[config.mk]
export PLATFORM = sky130hd
export DESIGN_NAME = mmio_hub
export DESIGN_NICKNAME = d
export VERILOG_FILES = /design/src/rtl/mmio_hub.sv
export SDC_FILE = /design/constraint.sdc
export NUM_CORES = 1
export LEC_CHECK = 0
export ABC_AREA = 1
export CORE_MARGIN = 2
export CORE_UTILIZATION = 30
export CTS_BUF_LIST = sky130_fd_sc_hd__clkbuf_8
export CTS_CLUSTER_SIZE = 16
export DETAILED_ROUTE_END_ITERATION = 12
export PLACE_DENSITY = 0.55
export REMOVE_ABC_BUFFERS = 1
export SLEW_MARGIN = 20
export SYNTH_ARGS = -nofsm -noshare
export SYNTH_HDL_FRONTEND = slang
export SYNTH_SLANG_ARGS = --single-unit
[constraint.sdc]
create_clock -name clk -period 2.6 [get_ports clk]
set_clock_uncertainty 0.15 [all_clocks]
set_input_delay 0.39 -clock clk [delete_from_list [all_inputs] [get_ports clk]]
set_output_delay 0.39 -clock clk [all_outputs]
set_load 0.02 [all_outputs]
[src/rtl/mmio_hub.sv]
// Memory-mapped I/O hub: byte-wide GPIO ports, optional prescaled down-counting timer, registered read-back.
// Timer logic is present only when MMIO_TIMER_EN is defined; otherwise its offsets read 0 and irq is tied low.
module mmio_hub #(
   parameter logic [15:0] BASE_ADDR  = 16'hff00,
   parameter int unsigned NUM_GPIO   = 2,
   parameter int unsigned PRESCALE_W = 8
) (
   input  logic                  clk,
   input  logic                  rst,
   input  logic                  en,
   input  logic                  write_enable,
   input  logic                  byte_select,
   input  logic                  byte_enable,
   input  logic [15:0]           addr,
   input  logic [15:0]           data_in,
   output logic [15:0]           data_out,
   output logic                  serviced_read,
   output logic [8*NUM_GPIO-1:0] gpio_out,
   input  logic [8*NUM_GPIO-1:0] gpio_in,
   output logic                  irq
);

   logic [15:0]           ba;
   logic [7:0]            off;
   logic [7:0]            off_hi;
   logic                  hit;
   logic                  word;
   logic                  wr;
   logic                  rd;
   logic                  unused_addr_msb;
   logic [8*NUM_GPIO-1:0] gpio_sync1;
   logic [8*NUM_GPIO-1:0] gpio_sync2;

`ifdef MMIO_TIMER_EN
   logic                  ctrl_en;
   logic                  ctrl_ar;
   logic                  ctrl_ie;
   logic                  expired;
   logic [15:0]           reload;
   logic [15:0]           count;
   logic [PRESCALE_W-1:0] prescale;
   logic [PRESCALE_W-1:0] pcnt;
   logic                  ctrl_wr;
   logic [2:0]            ctrl_d;
   logic [4:0]            unused_ctrl_bits;
   logic                  status_clr;
   logic                  status_d;
   logic [6:0]            unused_status_bits;
   logic                  reload_wr;
   logic [15:0]           reload_nx;
   logic                  tick;
   logic                  expire;
`endif

   assign ba              = {addr[14:0], byte_select};
   assign unused_addr_msb = addr[15];
   assign off             = ba[7:0];
   assign off_hi          = {ba[7:1], 1'b1};
   assign hit             = (ba[15:8] == BASE_ADDR[15:8]);
   assign word            = ~byte_enable & ~byte_select;
   assign wr              = en & write_enable & hit;
   assign rd              = en & ~write_enable & hit;

   // A word write touches the even byte (low data) and the following odd byte (high data).
   function automatic logic wr_hit(input logic [7:0] o);
      return wr && ((off == o) || (word && off_hi == o));
   endfunction

   function automatic logic [7:0] wr_byte(input logic [7:0] o);
      return (word && off_hi == o) ? data_in[15:8] : data_in[7:0];
   endfunction

   function automatic logic [7:0] rd_byte(input logic [7:0] o);
      logic [7:0] v;
      v = '0;
      for (int unsigned k = 0; k < NUM_GPIO; k++) begin
         if (o == 8'(2*k))     v = gpio_out[8*k +: 8];
         if (o == 8'(2*k + 1)) v = gpio_sync2[8*k +: 8];
      end
`ifdef MMIO_TIMER_EN
      case (o)
         8'h10:   v = {5'b0, ctrl_ie, ctrl_ar, ctrl_en};
         8'h11:   v = {7'b0, expired};
         8'h12:   v = reload[7:0];
         8'h13:   v = reload[15:8];
         8'h14:   v = count[7:0];
         8'h15:   v = count[15:8];
         8'h16:   v = 8'(prescale);
         default: ;
      endcase
`endif
      return v;
   endfunction

   always_ff @(posedge clk) begin
      if (rst) begin
         gpio_out <= '0;
      end else begin
         for (int unsigned k = 0; k < NUM_GPIO; k++) begin
            if (wr_hit(8'(2*k))) gpio_out[8*k +: 8] <= wr_byte(8'(2*k));
         end
      end
   end

   always_ff @(posedge clk) begin
      if (rst) begin
         gpio_sync1 <= '0;
         gpio_sync2 <= '0;
      end else begin
         gpio_sync1 <= gpio_in;
         gpio_sync2 <= gpio_sync1;
      end
   end

   // Both bytes of a word read come from the same cycle, so COUNT reads are atomic.
   always_ff @(posedge clk) begin
      if (rst) begin
         data_out      <= '0;
         serviced_read <= 1'b0;
      end else begin
         serviced_read <= rd;
         data_out      <= rd ? {(word ? rd_byte(off_hi) : 8'h00), rd_byte(off)} : '0;
      end
   end

`ifdef MMIO_TIMER_EN
   always_comb begin
      ctrl_wr                          = wr_hit(8'h10);
      {unused_ctrl_bits, ctrl_d}       = wr_byte(8'h10);
      {unused_status_bits, status_d}   = wr_byte(8'h11);
      status_clr                       = wr_hit(8'h11) & status_d;
      reload_wr                        = wr_hit(8'h12) | wr_hit(8'h13);
      reload_nx                        = {(wr_hit(8'h13) ? wr_byte(8'h13) : reload[15:8]),
                                          (wr_hit(8'h12) ? wr_byte(8'h12) : reload[7:0])};
      // A RELOAD write in the same cycle discards the tick entirely.
      tick                             = ctrl_en && (pcnt == prescale) && !reload_wr;
      expire                           = tick && (count == '0);
   end

   always_ff @(posedge clk) begin
      if (rst) begin
         ctrl_en  <= 1'b0;
         ctrl_ar  <= 1'b0;
         ctrl_ie  <= 1'b0;
         expired  <= 1'b0;
         reload   <= '0;
         count    <= '0;
         prescale <= '0;
         pcnt     <= '0;
         irq      <= 1'b0;
      end else begin
         if (ctrl_wr) begin
            {ctrl_ie, ctrl_ar, ctrl_en} <= ctrl_d;
         end else if (expire && !ctrl_ar) begin
            ctrl_en <= 1'b0;
         end

         if (expire)          expired <= 1'b1;
         else if (status_clr) expired <= 1'b0;

         if (wr_hit(8'h16)) prescale <= PRESCALE_W'(wr_byte(8'h16));

         if (reload_wr) begin
            reload <= reload_nx;
            count  <= reload_nx;
         end else if (tick) begin
            if (count == '0) begin
               if (ctrl_ar) count <= reload;
            end else begin
               count <= count - 1'b1;
            end
         end

         if (reload_wr || (ctrl_wr && ctrl_d[0] && !ctrl_en) || tick) pcnt <= '0;
         else if (ctrl_en)                                               pcnt <= pcnt + 1'b1;

         irq <= expired & ctrl_ie;
      end
   end
`else
   assign irq = 1'b0;
`endif

endmodule
==> impl_metrics.tcl <==
set metrics [dict create \
    htreeDepth 3 \
    fp.dieH_um 98.61 \
    syn_inst 364 \
    chipWidth_um 98.61 \
    cts_resized 0 \
    setup_viol 0 \
    endpoint_kind "primary output" \
    viasPerCell 4.251 \
    postRouteAntennaNets 0 \
    path_class "reg2out" \
    synth_common_cells "84 x nor2_1, 65 x dfxtp_1, 65 x nand2_1" \
    synth_cell_types 25 \
    clock_path_buffers 2 \
    reg2regPathDepth 4 \
    critPathMaxStageDelay_ns 0.62 \
    cp_max_fo 3 \
    io_pins 88 \
    coreArea_um2 8721 \
    path_delay_family "buffers and inverters" \
    die-area_um2 9723 \
    fmax_ghz 0.5268 \
    synth-edff-count 0 \
    syn2layout_area_growth_pct 39.79 \
    antenna_cells 0 \
    cts_hold_buf 0 \
    overflow 0 \
    hold_start "gpio_sync1[10]" \
    ys_seq_area_share_pct 48.46 \
    route.detailed.wl_per_inst_um 11.29 \
    hpwl_um 4709 \
    cts.sinks 65 \
    synth_top_cell_by_area "dfxtp_1" \
    period_needed_ns 1.898 \
    multi_input_comb_area_um2 1081 \
    synthTopCellsByArea "dfxtp_1 48%, nor2_1 12%, nand2_1 9.1%" \
    vias 2368 \
    wl_um 6288 \
    synth_top_cell_area_share_pct 48.46 \
    finalNetCount 498 \
    ys_seq_elements 65 \
    cp_slowest_cell "clkdlybuf4s50_1" \
    hold_path.class "reg2reg" \
    cts_tree "done" \
    setup_tns_ns 0 \
    grt_pass1_vias 2287 \
    syn-cell-area_um2 2685 \
    first_iter_violations 76 \
    cp.arrival_ns 1.36 \
    outcome "finished, final reports clean" \
    max-cap-violations 0 \
    synth_ff_type "dfxtp_1" \
    stdcell_area_um2 3754 \
    finalHoldViolCount 0 \
    drv_slew 0 \
    placed_cell_area_um2 3538 \
    drc_errors 0 \
    fillers 871 \
    crit-reg2reg-launch "gpio_out[9]" \
    start_util_pct 30.79 \
    grt_max_degree 34 \
    power_density_nw_per_um2 552.5 \
    synth_most_common_cell "nor2_1" \
    hold_slack_ns 0.2474 \
    synthArstFlopShare_pct 0 \
    clkLatencyLatePin_ns 0.34 \
    min_path_cells 2 \
    p_leak_nw 1.657 \
    synth.avg_cell_area_um2 7.377 \
    start_kind "flop" \
    cts-buffers-inserted 9 \
    gp_congestion 0.8045 \
    io_buffers 77 \
    peakVddDrop_uv 296.5 \
    layout-drive-gt1-share_pct 10.02 \
    drt_first_pass_iters 4 \
    grt_usage_pct 13.68 \
    regArea_um2 1301 \
    cts_setup_buffers 0 \
    min_period_over_period_pct 73.01 \
    placementRows 34 \
    required_ns 2.06 \
    min_to "gpio_sync2[10]" \
    regToRegSetupSlack_ns 1.61 \
    reg2reg_to "data_out[1]" \
    root_buffer "clkbuf_8" \
    grt_pass1_wl_um 10390 \
    yosysWarnings 0 \
    rsz0062_at_grt "no" \
    critical_path_buf_inv_count 1 \
    antenna_found_initial 0 \
    clkTransAtPathRegs_ns 0.07 \
    path_cells "clkdlybuf4s50_1" \
]
## area by class of cell
type | instances | area share [%]
inverters | 64 | 6.467
clock buffers | 12 | 4.400
clock inverters | 4 | 1.333
flip-flops and latches | 65 | 34.67
multi-input cells | 226 | 28.80
repair buffers | 78 | 20.73
well taps | 108 | 3.600
## worst min-delay path, delay by kind of cell, from the launching register on
kind | cells | cell delay [ns]
flops | 1 | 0.30
simple gates | 1 | 0.03
buf+inv | 1 | 0.04
## report_power, final
group | leakage, nW | internal (mW) | switching, mW | total, mW
registers | 0.530 | 1.02 | 0.00816 | 1.03
clock network | 0.105 | 0.519 | 0.374 | 0.893
logic | 1.02 | 0.0811 | 0.0726 | 0.154
total | 1.66 | 1.62 | 0.455 | 2.07
## through the flow
stage	total power, mW	setup slack [ns]	instances	util [%]
after floorplan	1.110	1.205	355	-
after detailed placement	1.204	0.4565	541	40.57
after global placement	1.203	0.4945	541	40.57
after CTS	2.104	0.6868	557	43.04
final	2.074	0.7016	557	43.04
after global routing	2.162	0.6494	557	43.04
## placed cells by master (no fill, tap or decap)
| cell type | Yosys | layout |
|---|---|---|
| nor2_1 | 84 | 84 |
| clkdlybuf4s50_1 | 0 | 77 |
| nand2_1 | 65 | 65 |
| dfxtp_1 | 65 | 65 |
| inv_1 | 60 | 60 |
| nand3_1 | 33 | 33 |
| o21ai_1 | 12 | 12 |
| clkbuf_8 | 0 | 12 |
| nor2_4 | 9 | 9 |
| nand2_2 | 5 | 5 |
| nor2_2 | 4 | 4 |
| o21ai_0 | 4 | 4 |
| inv_2 | 3 | 3 |
| nand3_4 | 2 | 2 |
| clkinvlp_4 | 0 | 2 |
| nand2_4 | 1 | 1 |
| or2_1 | 1 | 1 |
| nor3_4 | 1 | 1 |
| nand4_1 | 1 | 1 |
| nand3b_1 | 1 | 1 |
| nor2_8 | 1 | 1 |
| inv_4 | 1 | 1 |
| nand4_2 | 1 | 1 |
| conb_1 | 1 | 1 |
| clkinv_2 | 0 | 1 |
| bufinv_16 | 0 | 1 |
| buf_4 | 1 | 1 |
## cell families after synthesis
logic type	count (synthesis)	synth area share, %
and+or+nand+nor	209	37.14
buffers and inverters	73	11.28
DFF	65	48.46
AOI/OAI and AO/OA	16	2.982
other	1	0.1397
## how the worst max path moves through the flow
| stage | startpoint | to | cells after the start |
|---|---|---|---|
| after global placement | byte_select | data_out[6] | 8 |
| after floorplan | addr[14] | gpio_out[0] | 7 |
| final | gpio_out[11] | gpio_out[11] | 1 |
| after detailed placement | rst | gpio_out[11] | 5 |
| after CTS | gpio_out[11] | gpio_out[11] | 1 |
| after global routing | gpio_out[5] | gpio_out[5] | 1 |
## registers in the layout, indices dropped and copies added, names as in the netlist
name           flops
gpio_sync1        16
data_out          16
serviced_read      1
gpio_out          16
gpio_sync2        16
## routing by layer
metal / up-vias / part of all wire [%] / track usage (%)
met5: - / 0 / 0
met4: 0 / 3.4 / 8.325
met3: 19 / 7.7 / 4.326
met2: 82 / 44 / 20.83
met1: 1024 / 45 / 16.91
li1: 1243 / - / -
Note: power is estimated with default switching activity, not from simulation.
